--- config.mk ---
export PLATFORM = sky130hd
export DESIGN_NAME = uart_tx_control
export DESIGN_NICKNAME = d
export VERILOG_FILES = /design/src/rtl/uart_tx_control_pkg.sv /design/src/rtl/uart_tx_control_baud_tick.sv /design/src/rtl/uart_tx_control.sv
export SDC_FILE = /design/constraint.sdc
export NUM_CORES = 1
export LEC_CHECK = 0
export CELL_PAD_IN_SITES_DETAIL_PLACEMENT = 1
export CELL_PAD_IN_SITES_GLOBAL_PLACEMENT = 2
export CORE_AREA = 8 8 69 71
export DETAILED_ROUTE_END_ITERATION = 16
export DIE_AREA = 0 0 77 79
export GPL_ROUTABILITY_DRIVEN = 0
export PLACE_DENSITY_LB_ADDON = 0.1
export SYNTH_ARGS = -nofsm -noshare
export SYNTH_HDL_FRONTEND = slang
export SYNTH_SLANG_ARGS = --single-unit
--- constraint.sdc ---
create_clock -name clk -period 1.85 [get_ports clk]
set_clock_uncertainty 0.15 [all_clocks]
set_input_delay 0.185 -clock clk [delete_from_list [all_inputs] [get_ports clk]]
set_output_delay 0.185 -clock clk [all_outputs]
set_load 0.01 [all_outputs]
--- src/rtl/uart_tx_control_pkg.sv ---
`default_nettype none
// +-------------------------------------------------------------------+
// | DataTypes : shared types for the UART transmit path               |
// | Rev 1.0   : initial release                                       |
// +-------------------------------------------------------------------+
package DataTypes;

  typedef logic bit_t;

  localparam int bitspertx = 8;

  typedef enum logic [2:0] {
    TX_IDLE   = 3'd0,
    TX_START  = 3'd1,
    TX_DATA   = 3'd2,
    TX_PARITY = 3'd3,
    TX_STOP   = 3'd4
  } uartTxState_t;

  // Baud counter sized for the default 434-cycle bit period; instances
  // with other rates size their counters from CLKS_PER_BIT directly.
  localparam int c_default_clks_per_bit = 434;
  typedef logic [$clog2(c_default_clks_per_bit)-1:0] uartBaudCount_t;

endpackage
`default_nettype wire

--- src/rtl/uart_tx_control_baud_tick.sv ---
`default_nettype none
// +-------------------------------------------------------------------+
// | uart_baud_tick : bit-period divider, one-cycle tick per bit       |
// | Rev 1.0        : initial release                                  |
// +-------------------------------------------------------------------+
module uart_baud_tick
  import DataTypes::*;
#(
  parameter int CLKS_PER_BIT = 434
) (
  input  logic                            clk,
  input  logic                            reset,
  input  logic                            clear,
  input  logic                            enable,
  output bit_t                            tick,
  output logic [$clog2(CLKS_PER_BIT)-1:0] count
);

  localparam int                 c_cnt_w = $clog2(CLKS_PER_BIT);
  localparam logic [c_cnt_w-1:0] c_last  = c_cnt_w'(CLKS_PER_BIT - 1);

  logic [c_cnt_w-1:0] r_count;

  assign tick  = enable && (r_count == c_last);
  assign count = r_count;

  always_ff @(posedge clk) begin
    if (!reset) begin
      r_count <= '0;
    end else if (clear) begin
      r_count <= '0;
    end else if (enable) begin
      r_count <= (r_count == c_last) ? '0 : r_count + 1'b1;
    end
  end

endmodule
`default_nettype wire

--- src/rtl/uart_tx_control.sv ---
`default_nettype none
// +-------------------------------------------------------------------+
// | uart_tx_control : UART transmit FSM, LSB-first with opt. parity   |
// | Rev 1.0         : initial release                                 |
// +-------------------------------------------------------------------+
module uart_tx_control
  import DataTypes::*;
#(
  parameter int CLKS_PER_BIT = 434,
  parameter int DATA_BITS    = bitspertx,
  parameter bit PARITY_EN    = 1'b0,
  parameter bit PARITY_ODD   = 1'b0
) (
  input  logic                 clk,
  input  logic                 reset,
  input  logic                 tx_start,
  input  logic [DATA_BITS-1:0] tx_data,
  input  logic                 bit_counter,
  output logic                 increment_bit_counter,
  output logic                 reset_bit_counter,
  output logic                 tx,
  output logic                 tx_busy,
  output logic                 tx_done
);

  localparam int                 c_cnt_w    = $clog2(CLKS_PER_BIT);
  // tx_done is registered, so it is armed one count before the final tick.
  localparam logic [c_cnt_w-1:0] c_done_cnt = c_cnt_w'(CLKS_PER_BIT - 2);

  uartTxState_t         r_state;
  logic [DATA_BITS-1:0] r_shift;
  bit_t                 r_parity;
  logic [DATA_BITS-1:0] w_shift_next;
  bit_t                 w_tick;
  logic [c_cnt_w-1:0]   w_count;

  assign w_shift_next = r_shift >> 1;

  uart_baud_tick #(
    .CLKS_PER_BIT(CLKS_PER_BIT)
  ) u_baud (
    .clk    (clk),
    .reset  (reset),
    .clear  (r_state == TX_IDLE),
    .enable (r_state != TX_IDLE),
    .tick   (w_tick),
    .count  (w_count)
  );

  always_ff @(posedge clk) begin
    if (!reset) begin
      r_state               <= TX_IDLE;
      r_shift               <= '0;
      r_parity              <= 1'b0;
      tx                    <= 1'b1;
      tx_busy               <= 1'b0;
      tx_done               <= 1'b0;
      increment_bit_counter <= 1'b0;
      reset_bit_counter     <= 1'b0;
    end else begin
      increment_bit_counter <= 1'b0;
      reset_bit_counter     <= 1'b0;
      tx_done               <= 1'b0;
      case (r_state)
        TX_IDLE: begin
          tx      <= 1'b1;
          tx_busy <= 1'b0;
          if (tx_start) begin
            r_shift           <= tx_data;
            r_parity          <= 1'b0;
            reset_bit_counter <= 1'b1;
            tx                <= 1'b0;
            tx_busy           <= 1'b1;
            r_state           <= TX_START;
          end
        end
        TX_START: begin
          if (w_tick) begin
            tx      <= r_shift[0];
            r_state <= TX_DATA;
          end
        end
        TX_DATA: begin
          if (w_tick) begin
            r_parity <= r_parity ^ r_shift[0];
            if (!bit_counter) begin
              increment_bit_counter <= 1'b1;
              r_shift               <= w_shift_next;
              tx                    <= w_shift_next[0];
            end else if (PARITY_EN) begin
              tx      <= r_parity ^ r_shift[0] ^ PARITY_ODD;
              r_state <= TX_PARITY;
            end else begin
              tx      <= 1'b1;
              r_state <= TX_STOP;
            end
          end
        end
        TX_PARITY: begin
          if (w_tick) begin
            tx      <= 1'b1;
            r_state <= TX_STOP;
          end
        end
        TX_STOP: begin
          if (w_count == c_done_cnt) begin
            tx_done <= 1'b1;
          end
          if (w_tick) begin
            tx_busy <= 1'b0;
            r_state <= TX_IDLE;
          end
        end
        default: r_state <= TX_IDLE;
      endcase
    end
  end

endmodule
`default_nettype wire
## Yosys cells after proc, flatten, opt, wreduce, memory -nomap -nowiden

Cells that the tools add are included.

| word-level totals | value |
|---|---|
| logic and storage cells | 60 |
| bits in writable memories | 0 |
| output and inout port bits | 5 |
| memories kept | 0 |
| bits in latches | 0 |
| memory bits (read-only) | 0 |
| register bits after elaboration | 25 |

| operators by class | value |
|---|---|
| reductions and logical operators | 14 |
| equality and inequality tests | 13 |
| $lt $le $gt $ge | 0 |
| add/subtract/negate cells | 1 |
| div/mod/pow operators | 0 |
| bitwise logic cells | 1 |
| shifts and indexed selects | 0 |
| mux-type cells | 23 |
| multipliers | 0 |

Operators by type and width:

| operator | number |
|---|---|
| two-way mux 8 bit | 3 |
| == test 9 bit, second input constant | 2 |
| two-way mux 3 bit | 6 |
| case mux 8 bit (2 select lines) | 1 |
| case mux 3 bit (5 select lines) | 1 |
| adder 9 x 1 -> 9 bit, second input constant | 1 |
| two-way mux 1 bit | 9 |
| two-way mux 9 bit | 1 |
| inequality test 2 x 1 -> 1 bit, second input constant | 4 |
| AND reduction 4 bit | 2 |
| == test 3 x 2 -> 1 bit, second input constant | 2 |
| inequality test 2 bit, second input constant | 3 |
| AND reduction 2 bit | 3 |
| AND reduction 6 bit | 1 |
| case mux 1 bit (4 select lines) | 1 |
| nonzero test 2 bit | 2 |
| nonzero test 4 bit | 1 |
| == test 3 x 1 -> 1 bit, second input constant | 1 |
| == test 3 bit, second input constant | 1 |
| logical NOT 3 bit | 1 |
| AND reduction 3 bit | 1 |
| nonzero test 3 bit | 1 |
| case mux 1 bit (2 select lines) | 1 |
| OR reduction 2 bit | 1 |
| 2 further kinds | 2 |

## Logic depth before layout (Yosys ltp)

Gate-level depths: netlist of run 1.

| logic depth | value |
|---|---|
| depth in word-level cells | 4 |
| depth in mapped cells | 6 |
| gate-level depth less buffers | 5 |

## Cells and area by module

A second synthesis of run 1 with hierarchy kept.

| second synthesis, totals | value |
|---|---|
| cell total of the unflattened synthesis | 138 |
| area, all modules | 1287.5 sq um |

Modules (own cells, without submodules):

| module | area an instance (sq um) | times used | seq. area each (sq um) | cells an instance |
|---|---|---|---|---|
| uart_tx_control | 828.3 | 1 | 320.3 | 85 |
| uart_baud_tick | 459.2 | 1 | 180.2 | 53 |

## Least setup slack after synthesis of run 1

Ideal clock, no wire load.

| timing path | value |
|---|---|
| kind | register -> register |
| from | reg u_baud.r_count[2], in the netlist u_baud.count[2] |
| to | reg r_state[1] |
| required time | 1.630 ns |
| arrival time | 1.318 ns |
| path buffers | 0 |
| slack | 0.312 ns |
| period minus slack after synthesis | 1.538 ns |
| stages on the path, launching flop included | 5 |
| cell sequence | dfxtp_1 nor4b_4 nand3_4 or3b_1 a21oi_1 |

| on the way | value |
|---|---|
| cells in the longest elaborated chain, start to end | 4 |

Ends and longest elaborated chain:

| item | line | source |
|---|---|---|
| start: declaration | uart_tx_control_baud_tick.sv:22 | `logic [c_cnt_w-1:0] r_count;` |
| start signal: assignment | uart_tx_control_baud_tick.sv:33 | `r_count <= (r_count == c_last) ? '0 : r_count + 1'b1;` |
| == test 9 bit (*) | uart_tx_control_baud_tick.sv:24 | `assign tick = enable && (r_count == c_last);` |
| logical AND 1 bit (*) | uart_tx_control_baud_tick.sv:24 |  |
| inequality test 2 x 1 -> 1 bit (no source line) | n/a |  |
| AND reduction 6 bit (no source line) (*) | n/a |  |
| end signal: assignment | uart_tx_control.sv:52 | `r_state <= TX_IDLE;` |
| end signal: assignment | uart_tx_control.sv:74 | `r_state <= TX_START;` |
| end signal: assignment | uart_tx_control.sv:80 | `r_state <= TX_DATA;` |
| end: declaration | uart_tx_control.sv:30 | `uartTxState_t r_state;` |

Mark *: on every way between the ends. The rest lies on a longest branch, timed or not.
A chain may end at the register's enable or synchronous reset.

## Worst setup path after layout of run 1

| timing path | value |
|---|---|
| from | reg u_baud.r_count[2], in the netlist u_baud.count[2] |
| to | reg u_baud.r_count[2], in the netlist u_baud.count[2] |

| on the way | value |
|---|---|
| cells in the longest elaborated chain, start to end | 2 |

Ends and longest elaborated chain:

| item | line |
|---|---|
| adder 9 x 1 -> 9 bit or == test 9 bit (tied branches) | uart_tx_control_baud_tick.sv:33 |
| two-way mux 9 bit (*) | uart_tx_control_baud_tick.sv:33 |

Marked as above.

==> results.ini, run 1 <==
[timing]
slew_viol_final = 0
hold_slack_ns = 0.3101
max_slew.worst_pin.slew_ns = 0.4286
setup_ws_ns = 0.1852
max_freq_mhz = 600.7
finalHoldViolCount = 0
rsz0062_at_grt = false
period_share_pct = 89.99
period_needed_ns = 1.665
setup_violations = 0
setup-tns-final_ns = 0
timing.slew.headroom_pct = 71.39

[clock_network]
insertion_delay_ns = 0.27
numCtsBuffers = 3
cts_hold_buf = 0
cts-root-buf = clkbuf_8
cts_tree = built
postCtsSetupBuffers = 0
cts.repair.resized = 0
cts_sinks = 25
clock_path_buffers = 2
clk_pin_slew_ns = 0.08
h-tree-depth = 1

[logic_synthesis]
yosys.area.top_type = dfxtp_1
ys_warn_count = 0
synth_top_cell_area_share_pct = 43.62
ys_types = 28
ys_seq_elements = 25
syn_inst = 124
netlist_area_mm2 = 0.001147
yosysSeqAreaShare_pct = 43.62
synthTopCellsByArea = dfxtp_1, mux2i_1, xor2_1, a21oi_1, o21ai_0
syn_nets = 139
avgSynthCellArea_um2 = 9.253

[drt]
firstDrtPassIters = 2
wl_met3_um = 84
topRoutingLayerUsed = met4
wire_per_inst_um = 13.70
drt-met1-wl_um = 1340
drc_errors = 0
vias = 967
wl_met2_um = 1239
initialDrtViolationCount = 43
ant_nets = 0
routed_via_density = 4.909
wl_um = 2698

[final_layout]
postLayoutCoreUtil_pct = 38.37
multiInputGateArea_um2 = 598.1
nFillCells = 458
seq_area_um2 = 500.5
final_nets = 163
diodes = 0
layout-drive-gt1-share_pct = 9.524
syn2layout_area_growth_pct = 27.04

[worst_setup_path]
crit_path_start_kind = flip-flop
worstPathMaxFanout = 9
critical_path_class = reg -> reg
critPathCaptureType = flip-flop
arrival_ns = 1.66
cp.required_ns = 1.85

[global_route]
overflow = 0
grt_antenna_before_repair = 0
grt_usage_pct = 9.365
grt_pass1_vias = 1042
grt_max_degree = 16
grt_pass1_wl_um = 4733

[flow_run]
drv_cap = 0

[power]
irDropWorstVdd_v = 0.0002336
power_mw = 1.029
p_leak_nw = 0.5391
p_per_area_mw_per_mm2 = 706.2

[min_path]
min_path_type = reg -> reg

[floorplanning]
initial_core_util_pct = 30.20
floorplan.die_area_mm2 = 0.006083
die_height_um = 79
core_mm2 = 0.003799
die_x_um = 77
num_rows = 23
ioPinCount = 17

[status]
outcome = complete, no violations

[place]
hpwl_um = 2023
io_buffers = 16
dp_slack_ns = 0.1166

## layout by cell type, fill, tap and decap left out
cell	synthesis	layout
a21oi_1	12	12
dfxtp_1	25	25
o32ai_1	1	1
clkdlybuf4s50_1	0	16
or2_2	1	1
clkbuf_1	0	1
o21a_1	1	1
or3_1	1	1
or3b_1	1	1
nand2_1	6	6
ha_1	3	3
nor2b_1	1	1
buf_4	1	6
clkbuf_8	0	3
mux2i_1	8	8
nand4_1	5	5
nor4b_4	1	1
nor2_1	12	12
a41o_1	1	1
nor4b_1	3	3
buf_12	0	1
and3_1	3	3
nand3_4	1	1
nor4_1	2	2
nand2b_1	1	1
nor3_4	1	1
o21ai_0	12	12
xor2_1	7	7
inv_1	7	7
o311a_1	1	1
nand3_1	3	3
## final timing paths
check	start	to	slack (ns)	depth (start not counted)
min	tx_busy	tx_busy	0.31	2
max reg2reg	u_baud.count[2]	u_baud.count[2]	0.19	4
min reg2reg	tx_busy	tx_busy	0.31	2
max	u_baud.count[2]	u_baud.count[2]	0.19	4
## through the flow
step / instances / cell area, um^2
finish: 197 / 1458
global route: 197 / 1458
CTS: 197 / 1458
detailed placement: 193 / 1413
global placement: 193 / 1413
floorplan: 124 / 1147
## cell type report
| type | instances | share of cell area [%] |
|---|---|---|
| Multi-Input combinational cell | 88 | 41.03 |
| Clock buffer | 4 | 3.090 |
| Timing Repair Buffer | 23 | 15.45 |
| Sequential cell | 25 | 34.33 |
| Tap cell | 50 | 4.292 |
| Inverter | 7 | 1.803 |
## cell families (layout without fill, tap and decap cells)
kind of cell	after synthesis	in the layout	share of synthesized area, %
multiplexers	8	8	6.980
buffers and inverters	11	34	4.253
AO/OA/AOI/OAI	28	28	13.63
AND/OR/NAND/NOR	42	42	22.90
adder cells (fa/ha/maj)	3	3	3.272
flip-flops	25	25	43.62
XOR/XNOR	7	7	5.344
## critical path, stage by stage, from the launching register on
cell and delay (ns):
dfxtp_1 0.37, nor4b_4 0.40, nand3_4 0.17, nand3_1 0.35, nor2_1 0.10
## report_power, final
group / total (mW) / switching, mW / internal [mW]
logic: 0.127 / 0.0567 / 0.0699
registers: 0.581 / 0.0183 / 0.562
clock network: 0.322 / 0.168 / 0.154
total: 1.03 / 0.243 / 0.786
## layer usage
layer | vias to the layer above | track usage [%]
li1 | 486 | -
met2 | 13 | 15.38
met5 | - | 0
met1 | 464 | 11.50
met3 | 4 | 2.257
met4 | 0 | 3.962
## cells in the mapped netlist
master and number:
nand2_1 6, nand2b_1 1, nor3_4 1, ha_1 3, nor4_1 2, and3_1 3, nor4b_4 1, inv_1 7
o32ai_1 1, a21oi_1 12, buf_4 1, buf_2 3, nor2b_1 1, or3b_1 1, o21a_1 1, o21ai_0 12
a41o_1 1, or2_2 1, nand3_4 1, nand4_1 5, nand3_1 3, o311a_1 1, xor2_1 7, nor2_1 12
mux2i_1 8, or3_1 1, nor4b_1 3, dfxtp_1 25
## sequential cells by signal, summed over array words and instances (netlist names)
| signal | flops |
|---|---|
| increment_bit_counter | 1 |
| r_shift | 8 |
| r_state | 3 |
| reset_bit_counter | 1 |
| tx | 1 |
| tx_busy | 1 |
| tx_done | 1 |
| u_baud.count | 9 |
Power figures use the tool's default switching activity.
==> run 2, diff against run 1 <==
--- a/config.mk
+++ b/config.mk
@@ -7,11 +7,13 @@
 export LEC_CHECK = 0
 export CELL_PAD_IN_SITES_DETAIL_PLACEMENT = 1
 export CELL_PAD_IN_SITES_GLOBAL_PLACEMENT = 2
-export CORE_AREA = 8 8 69 71
+export CORE_AREA = 8 8 72 74
 export DETAILED_ROUTE_END_ITERATION = 16
-export DIE_AREA = 0 0 77 79
+export DIE_AREA = 0 0 80 82
 export GPL_ROUTABILITY_DRIVEN = 0
 export PLACE_DENSITY_LB_ADDON = 0.1
+export SLEW_MARGIN = 15
 export SYNTH_ARGS = -nofsm -noshare
 export SYNTH_HDL_FRONTEND = slang
+export SYNTH_HIERARCHICAL = 1
 export SYNTH_SLANG_ARGS = --single-unit
==> run 2 against run 1 <==
  * The flow now finishes with violations (setup timing)
  * Final area increased by 18%
  * Flip-flop and latch count did not move
  * Non-clock buffer count rose by 13
  * Combinational power is 16% higher
  * Clock power about the same
  * Global-route usage rose by 2.0 points
  * Via count increased by 18%
  * Clock-buffer cell count down 1
  * Routed wire length grew 31%
  * First-iteration DRC count grew 7.0%
  * Critical path type unchanged
  * Largest cell class unchanged
  * Largest power group unchanged
==> results.ini, run 2 <==
[drt]
vias = 1141  ; +18%
firstDrtPassIters = 5  ; +3
drt-met1-wl_um = 1560  ; +16%
ant_nets = 0  ; unchanged
initialDrtViolationCount = 46  ; +7.0%
routed_via_density = 5.163  ; +5.2%
drc_errors = 0  ; unchanged
wire_per_inst_um = 15.95  ; +16%
wl_met3_um = 104  ; +24%
wl_met2_um = 1829  ; +48%
topRoutingLayerUsed = met4
wl_um = 3525  ; +31%

[clock_network]
insertion_delay_ns = 0.26  ; about the same
clk_pin_slew_ns = 0.09  ; about the same
cts-root-buf = clkbuf_8
cts_hold_buf = 0  ; unchanged
clock_path_buffers = 2  ; unchanged
h-tree-depth = 1  ; unchanged
cts_sinks = 25  ; unchanged
numCtsBuffers = 3  ; unchanged
cts_tree = built

[timing]
period_needed_ns = 1.858  ; +0.1927 ns
period_share_pct = 100.4  ; +10 points
slew_viol_final = 0  ; unchanged
setup_ws_ns = -0.007502  ; -0.1927 ns
max_slew.worst_pin.slew_ns = 0.3654  ; -0.06328 ns
timing.slew.headroom_pct = 75.01  ; +3.6 points
finalHoldViolCount = 0  ; unchanged
rsz0062_at_grt = true
max_freq_mhz = 538.4  ; -10%
setup_violations = 4  ; +4

[status]
failed_checks = setup timing
outcome = finished, violations left

[flow_run]
drv_cap = 0  ; unchanged

[worst_setup_path]
r2r_slack_ns = -0.008  ; -0.19 ns
r2r-end = r_shift[1]
crit_path_start_kind = flip-flop
arrival_ns = 1.88  ; +0.22 ns
rr_worst_depth = 8  ; +4
critPathCaptureType = flip-flop
cp.required_ns = 1.87  ; +0.02 ns
rr_startpoint = r_state[1]
critical_path_class = reg -> reg
worstPathMaxFanout = 7  ; -2

[final_layout]
final_cell_mix = dfxtp_1, buf_4, clkdlybuf4s50_1, nor2_1, nand2_1
final_common_cell = dfxtp_1
layout-drive-gt1-share_pct = 24.26  ; +15 points
seq_area_um2 = 506.7  ; +1.2%
design_area_mm2 = 0.001715  ; +18%
postLayoutCoreUtil_pct = 41.39  ; +3.0 points
multiInputGateArea_um2 = 767.0  ; +28%
diodes = 0  ; unchanged
nFillCells = 483  ; +5.5%
syn2layout_area_growth_pct = 33.24
largest_reg_flops = 9  ; unchanged
final_nets = 184  ; +13%

[logic_synthesis]
avgSynthCellArea_um2 = 9.330  ; +0.83%
ys_warn_count = 6  ; +6
ys_types = 40  ; +43%
yosysSeqAreaShare_pct = 38.87  ; -4.7 points
synthTopCellsByCount = dfxtp_1, nor2_1, nand2_1
synth.most_common_cell = dfxtp_1
async_reset_ff_share_pct = 0  ; unchanged
synth-main-ff-cell = dfxtp_1
synth_edf_count = 0  ; unchanged
synth_top_cell_area_share_pct = 38.87  ; -4.7 points
syn_nets = 152  ; +9.4%
ys_seq_elements = 25  ; unchanged
syn_inst = 138  ; +11%
synthTopCellsByArea = dfxtp_1, mux2i_1, o211a_1, o211ai_1, buf_6
yosys.area.top_type = dfxtp_1
netlist_area_mm2 = 0.001287  ; +12%

[global_route]
grt_antenna_before_repair = 0  ; unchanged
grt_pass1_wl_um = 5934  ; +25%
overflow = 0  ; unchanged
grt_usage_pct = 11.36  ; +2.0 points
grt_max_degree = 19  ; +3
grt_pass1_vias = 1254  ; +20%

[floorplanning]
die_height_um = 82  ; +3.8%
ioPinCount = 17  ; unchanged
die_x_um = 80  ; +3.9%
num_rows = 24  ; +4.3%
initial_core_util_pct = 31.07  ; +0.86 points
floorplan.die_area_mm2 = 0.006560  ; +7.8%
core_mm2 = 0.004144  ; +9.1%

[min_path]
hold_path.startpoint = tx_busy
min_path_type = reg -> reg
holdPathStages = 2  ; unchanged
holdPathEnd = tx_busy

[place]
hpwl_um = 2646  ; +31%
placed_cell_area_mm2 = 0.001630  ; +15%
io_buffers = 16  ; unchanged
dp_slack_ns = 0.02149  ; -0.09513 ns

[power]
power_mw = 1.043  ; +1.3%
p_per_area_mw_per_mm2 = 607.8  ; -14%
irDropWorstVdd_v = 0.0002365  ; +1.2%
p_leak_nw = 0.6735  ; +25%

run 2: cell types whose count changed in the layout (fill, tap and decap cells not counted), moves of 3 or more:
cell	previous run	this run
buf_4	6	18
a21oi_1	12	3
o21ai_0	12	3
o211a_1	0	7
o211ai_1	0	7
inv_1	7	3
nand4_1	5	1
xor2_1	7	3
dfxtp_1	25	22
run 2: worst max path at each step:
| stage | end | from |
|---|---|---|
| finish | r_shift[1] | r_state[1] |
| global route | r_shift[1] | r_state[1] |
| CTS | r_shift[4] | u_baud/count[1] |
| detailed placement | r_shift[3] | u_baud/count[1] |
| global placement | r_shift[1] | u_baud/count[1] |
| floorplan | r_shift[0] | r_state[2] |
run 2: where the power goes:
part | internal (mW) | leakage (nW) | total [mW] | switching, mW
clock | 0.150 | 0.0255 | 0.325 | 0.174
sequential | 0.558 | 0.206 | 0.571 | 0.0128
combinational | 0.0825 | 0.442 | 0.147 | 0.0645
run 2: area by class of cell:
class	count	area share, %
multi-input combinational	99	44.71
sequential	25	29.54
timing repair buffer	36	18.16
tap	52	3.793
clock buffer	3	2.407
inverter	5	1.094
clock inverter	1	0.2918
run 2: per-layer routing:
| layer | vias to the layer above | global-route usage [%] |
|---|---|---|
| met1 | 547 | 12.91 |
| met4 | 0 | 3.273 |
| met2 | 19 | 20.70 |
| met3 | 4 | 2.516 |
| met5 | - | 0 |
| li1 | 571 | - |
run 2: repair_timing:
action,in CTS,in global routing
resized for setup,0,7
setup endpoints to repair,0,10
buffers inserted,0,2
run 2: worst max-delay path, cell delays in order, from the launching register on:
cell     delay, ns
dfxtp_2       0.35
nor3_4        0.25
inv_2         0.09
nand3_4       0.10
nor2_4        0.04
and3b_2       0.21
buf_6         0.13
o21a_4        0.24
o211a_1       0.22
run 2: cell families after synthesis:
group / after synthesis / share of synthesized area (%)
xor gates and xnor gates: 4 / 2.722
adders and majority gates: 2 / 1.943
muxes: 8 / 6.317
buffers and inverters: 14 / 6.802
and+or+nand+nor: 49 / 21.96
AOI/OAI and AO/OA: 36 / 21.38
DFF: 25 / 38.87
run 2: stage by stage:
step                      setup TNS, ns  hold slack [ns]  instances
after detailed placement              0           0.3205        214
after global placement                0           0.3124        214
after floorplan                       0           0.2059        138
after global routing            -0.7727           0.3609        221
final                          -0.02074           0.3249        221
after CTS                             0           0.3351        218
